--- config.mk ---
export PLATFORM = sky130hd
export DESIGN_NAME = seq_shift_add_mult
export DESIGN_NICKNAME = d
export VERILOG_FILES = /design/src/rtl/seq_shift_add_mult.sv
export SDC_FILE = /design/constraint.sdc
export NUM_CORES = 1
export LEC_CHECK = 0
export CAP_MARGIN = 20
export CORE_UTILIZATION = 45
export CTS_CLUSTER_DIAMETER = 150
export DETAILED_ROUTE_END_ITERATION = 7
export MAX_ROUTING_LAYER = met4
export PLACE_DENSITY = 0.65
export SLEW_MARGIN = 0
export SYNTH_ARGS = -nofsm -noshare
export SYNTH_HDL_FRONTEND = slang
export SYNTH_SLANG_ARGS = --single-unit
--- constraint.sdc ---
create_clock -name clk -period 5.08 [get_ports clk]
set_input_delay 1.27 -clock clk [delete_from_list [all_inputs] [get_ports clk]]
set_output_delay 1.27 -clock clk [all_outputs]
set_load 0.03 [all_outputs]
--- src/rtl/seq_shift_add_mult.sv ---
// Purpose : iterative shift-add multiplier, WIDTH x WIDTH -> 2*WIDTH, signed or unsigned per operation.
// Latency : C edges from acceptance to out_valid (C = WIDTH, or 1..WIDTH with early exit), +1 edge when the result is negative.
// Backpr. : single operation in flight; in_ready only in IDLE, product held with out_valid until out_ready.
//
// Ports:
//   clk, reset           - rising-edge clock, synchronous active-high reset
//   in_valid / in_ready  - operand handshake (a, b, signed_op sampled on acceptance)
//   a, b                 - multiplicand / multiplier, WIDTH bits
//   signed_op            - 1 = two's-complement operands and product
//   busy                 - high while iterating or negating
//   out_valid / out_ready- result handshake; product stable while out_valid is high
//   product              - registered 2*WIDTH-bit result

module seq_shift_add_mult #(
  parameter int WIDTH      = 8,
  parameter int EARLY_EXIT = 1
) (
  input  logic                 clk,
  input  logic                 reset,
  input  logic                 in_valid,
  output logic                 in_ready,
  input  logic [WIDTH-1:0]     a,
  input  logic [WIDTH-1:0]     b,
  input  logic                 signed_op,
  output logic                 busy,
  output logic                 out_valid,
  input  logic                 out_ready,
  output logic [2*WIDTH-1:0]   product
);

  // Counter must hold the value WIDTH itself.
  localparam int CW = $clog2(WIDTH + 1);

  typedef enum logic [1:0] {
    S_IDLE = 2'd0,
    S_CALC = 2'd1,
    S_NEG  = 2'd2,
    S_DONE = 2'd3
  } state_e;

  state_e               state_q, state_d;
  logic [WIDTH-1:0]     mcand_q, mcand_d;
  logic [2*WIDTH-1:0]   acc_q, acc_d;
  logic [CW-1:0]        cnt_q, cnt_d;
  logic                 neg_q, neg_d;
  logic [2*WIDTH-1:0]   product_q, product_d;

  // ------------------------------------------------------------------
  // Operand magnitudes. Negating -2^(WIDTH-1) wraps back to the same bit
  // pattern, which read as unsigned is exactly 2^(WIDTH-1).
  // ------------------------------------------------------------------
  logic [WIDTH-1:0] a_mag, b_mag;
  logic             neg_in;

  always_comb begin
    a_mag  = (signed_op && a[WIDTH-1]) ? -a : a;
    b_mag  = (signed_op && b[WIDTH-1]) ? -b : b;
    neg_in = signed_op & (a[WIDTH-1] ^ b[WIDTH-1]);
  end

  // ------------------------------------------------------------------
  // One iteration of the datapath. The accumulator low half starts as the
  // multiplier; after k shifts its low WIDTH-k bits are the multiplier bits
  // not yet consumed, and its upper k bits are finished product bits.
  // ------------------------------------------------------------------
  logic [WIDTH:0]       sum;
  logic [2*WIDTH-1:0]   shifted;
  logic [2*WIDTH-1:0]   acc_exit;
  logic [CW-1:0]        cnt_inc;
  logic [CW-1:0]        rem_cnt;
  logic [WIDTH-1:0]     rem_mask;
  logic                 rem_zero;
  logic                 calc_last;

  always_comb begin
    // Add with an explicit carry bit so the high half cannot overflow.
    sum      = {1'b0, acc_q[2*WIDTH-1:WIDTH]} + (acc_q[0] ? {1'b0, mcand_q} : '0);
    shifted  = {sum, acc_q[WIDTH-1:1]};
    cnt_inc  = cnt_q + CW'(1);

    // Mask selecting the multiplier bits still waiting to be consumed.
    rem_mask = {WIDTH{1'b1}} >> cnt_inc;
    rem_zero = ((shifted[WIDTH-1:0] & rem_mask) == '0);
    rem_cnt  = CW'(WIDTH) - cnt_inc;

    calc_last = (cnt_inc == CW'(WIDTH)) || ((EARLY_EXIT != 0) && rem_zero);

    // Skipped iterations would only add zero and shift, so one bulk shift
    // by the remaining count lands on the same alignment as a full run.
    // On a normal (counter) exit rem_cnt is zero and this is a no-op.
    acc_exit = shifted >> rem_cnt;
  end

  // ------------------------------------------------------------------
  // Next-state and register updates.
  // ------------------------------------------------------------------
  always_comb begin
    state_d   = state_q;
    mcand_d   = mcand_q;
    acc_d     = acc_q;
    cnt_d     = cnt_q;
    neg_d     = neg_q;
    product_d = product_q;

    case (state_q)
      S_IDLE: begin
        if (in_valid) begin
          mcand_d = a_mag;
          neg_d   = neg_in;
          acc_d   = {{WIDTH{1'b0}}, b_mag};
          cnt_d   = '0;
          state_d = S_CALC;
        end
      end

      S_CALC: begin
        cnt_d = cnt_inc;
        if (calc_last) begin
          acc_d = acc_exit;
          if (neg_q) begin
            state_d = S_NEG;
          end else begin
            product_d = acc_exit;
            state_d   = S_DONE;
          end
        end else begin
          acc_d = shifted;
        end
      end

      S_NEG: begin
        // Magnitude product never exceeds 2^(2*WIDTH-2), so negation is exact.
        product_d = -acc_q;
        state_d   = S_DONE;
      end

      S_DONE: begin
        if (out_ready) begin
          state_d = S_IDLE;
        end
      end

      default: begin
        state_d = S_IDLE;
      end
    endcase
  end

  always_ff @(posedge clk) begin
    if (reset) begin
      state_q   <= S_IDLE;
      mcand_q   <= '0;
      acc_q     <= '0;
      cnt_q     <= '0;
      neg_q     <= 1'b0;
      product_q <= '0;
    end else begin
      state_q   <= state_d;
      mcand_q   <= mcand_d;
      acc_q     <= acc_d;
      cnt_q     <= cnt_d;
      neg_q     <= neg_d;
      product_q <= product_d;
    end
  end

  // Outputs decode only registered state.
  always_comb begin
    in_ready  = (state_q == S_IDLE);
    busy      = (state_q == S_CALC) || (state_q == S_NEG);
    out_valid = (state_q == S_DONE);
    product   = product_q;
  end

endmodule
==> reports/qor.yml <==
synth-compound-area-share: 0.2863
num_io_pins: 40
synth-simple-area-share: 0.2462
yosysWarnings: 0
synthCells: 555
slew_headroom: 0.2588
grt_pass1_vias: 4199
clockBufferDepth: 2
grt_max_degree: 35
die_h_um: 98.76
dp_hpwl_um: 10470
hold_buffers: 0
crit_arrival_ns: 4.46
synth_top_cell_by_area: "dfxtp_1"
drive_gt1_frac: 0.04770
cts_tree: "yes"
hold_path_class: "reg -> reg"
layout_commonest_cell: "nor2_1"
tns_ns: 0
cts_buffers: 5
maxCapViolCount: 0
avgSynthCellArea_um2: 7.591
muxShareOfSynthArea: 0.06504
period_needed_ns: 4.225
synth_top_cell_area_share: 0.2233
synth_adder_area_share: 0.06415
synth_xor_area_frac: 0.05821
yosys.cell_types.count: 67
clk_latency_ns: 0.32
postRouteAntennaNets: 0
finalHoldViolCount: 0
area_delta_synth_final_pct: 11.97
critPathLaunchType: "flip-flop"
drt_wl_total_um: 14240
postCtsSetupBuffers: 0
drc: 0
synth_area_leaders: "dfxtp_1 (22%), ha_1 (5.9%), nor2_1 (4.9%)"
dieArea_um2: 9753
worstSetupEndpointType: "flip-flop"
grt_usage: 0.3044
avgViaCountPerCell: 6.752
num_antenna_cells: 0
drv_slew: 0
start_util: 0.4738
fin_area_um2: 4717
synth_area_um2: 4213
rsz0062_at_grt: "no"
path_max_fanout: 26
synth_fp_nets: 597
post_cts.resized_instances: 0
cp.required_ns: 5.31
cts.clk_slew.worst_paths_ns: 0.11
p_per_area_nw_per_um2: 521.1
nets: 607
ys_seq_area_frac: 0.2233
path_class: "reg -> reg"
p_total_mw: 2.458
synthFlopType: "dfxtp_1"
firstDrtPassIters: 6
drt_iter0_markers: 479
dpl_cell_area_um2: 4601
synth_seq_cells: 47
utilization: 0.5305
grt_overflow: 0
setup-violations-final: 0
clock_sink_count: 47
most-common-layout-cells: "nor2_1 (55), dfxtp_1 (47), clkdlybuf4s50_1 (39), nand2_1 (38), a21oi_1 (35)"
die_w_um: 98.76
fin_skew_ns: 0.01134
vias: 4551
grt_first_pass_wirelength_um: 22580
vdd_drop_max_mv: 0.2222
antenna_found_initial: 0
clock.fmax_mhz: 236.7
globalplace.congestion: 0.9414
synth_top_family_by_area: "compound AO/OA/AOI/OAI gates"
core.rowCount: 34
p_leak_nw: 1.704
worst_pin_slew_ns: 1.103
clockRootBuffer: "clkbuf_8"
core_area_um2: 8891
cts.htree.levels: 2
outcome: "complete, no violations"
ys_async_sr_fraction: 0
synth_enable_flop_cells: 0
wire_per_inst_um: 21.12
fin_crit_sh: 0.8316
io_buffers: 39
metal layers:
layer | routed length, µm | global-route usage
met1 | 6044 | 0.4118
met2 | 6400 | 0.4572
met3 | 1227 | 0.04468
met4 | 566 | 0.1171
met5 | 0 | -
synthesized netlist by cell type, types with 3 or more instances:
cell type  count
o221ai_1       7
and2_1        14
mux2_2         3
o2111ai_1      5
o211ai_1       3
o22ai_1        4
o21bai_1       3
buf_2          8
a311oi_1       5
a21o_1         4
xnor2_1       17
nand2b_1      13
a32oi_1        3
o21ai_0       28
a2111oi_0      4
nor4_1         8
a221oi_1       4
nor3_1        19
a21oi_1       35
a31oi_1       15
buf_1          5
or4_1          3
clkbuf_1      25
o32ai_1        4
mux4_2         8
and3_1         3
nand3_1       31
o21a_1         6
ha_1          20
a22oi_1        7
nand4_1        7
or3_1          7
inv_1         20
xor2_1        11
nand2_1       38
a211oi_1       9
dfxtp_1       47
nor2b_1        3
mux2i_1        6
a41oi_1        4
o31ai_1        5
nor2_1        55
worst paths after layout:
| path | depth (start not counted) | slack, ns | endpoint | startpoint |
|---|---|---|---|---|
| max | 9 | 0.86 | product[10] | cnt_q[0] |
| max reg2reg | 9 | 0.86 | product[10] | cnt_q[0] |
| min | 2 | 0.47 | mcand_q[0] | mcand_q[0] |
| min reg2reg | 2 | 0.47 | mcand_q[0] | mcand_q[0] |
critical path, stage by stage (launching register included):
cell and delay [ns]:
dfxtp_1 0.32, buf_4 0.26, inv_1 0.26, ha_1 0.89, mux2i_1 0.20, o2111ai_1 0.30, nand3_1 0.43, nor3_1 0.90
o21ai_0 0.25, a311oi_1 0.32
registers in the layout (all words and copies together) (netlist names):
name,cells
acc_q,16
cnt_q,4
mcand_q,8
neg_q,1
product,16
state_q,2
area by class of cell:
type	count	area (µm²)
fillers	847	4174
multi-input cells	448	3033
flip-flops and latches	47	940.9
repair buffers	42	412.9
well taps	108	135.1
inverters	21	78.83
clock buffers	5	68.82
clock inverters	3	47.55
through the flow:
stage | setup slack, ns | hold WS [ns] | std cells
global placement | 1.153 | 0.4448 | 666
finish | 0.8554 | 0.4697 | 674
CTS | 0.9936 | 0.4690 | 674
detailed placement | 1.020 | 0.4535 | 666
global route | 0.5126 | 0.5077 | 674
floorplan | 2.228 | 0.4317 | 555
cells by family (layout without fill, tap and decap cells):
kind of cell / Yosys count / in the layout
and+or+nand+nor: 209 / 209
DFF: 47 / 47
buffers and inverters: 60 / 71
AOI/OAI and AO/OA: 173 / 173
xor gates and xnor gates: 28 / 28
adders and majority gates: 21 / 21
muxes: 17 / 17
power breakdown:
part,switching [mW],leakage [nW],internal (mW)
sequential,0.123,0.385,0.462
combinational,1.00,1.26,0.565
clock,0.155,0.0587,0.150
total,1.28,1.70,1.18
No activity file was read; power rests on OpenSTA's default activity.
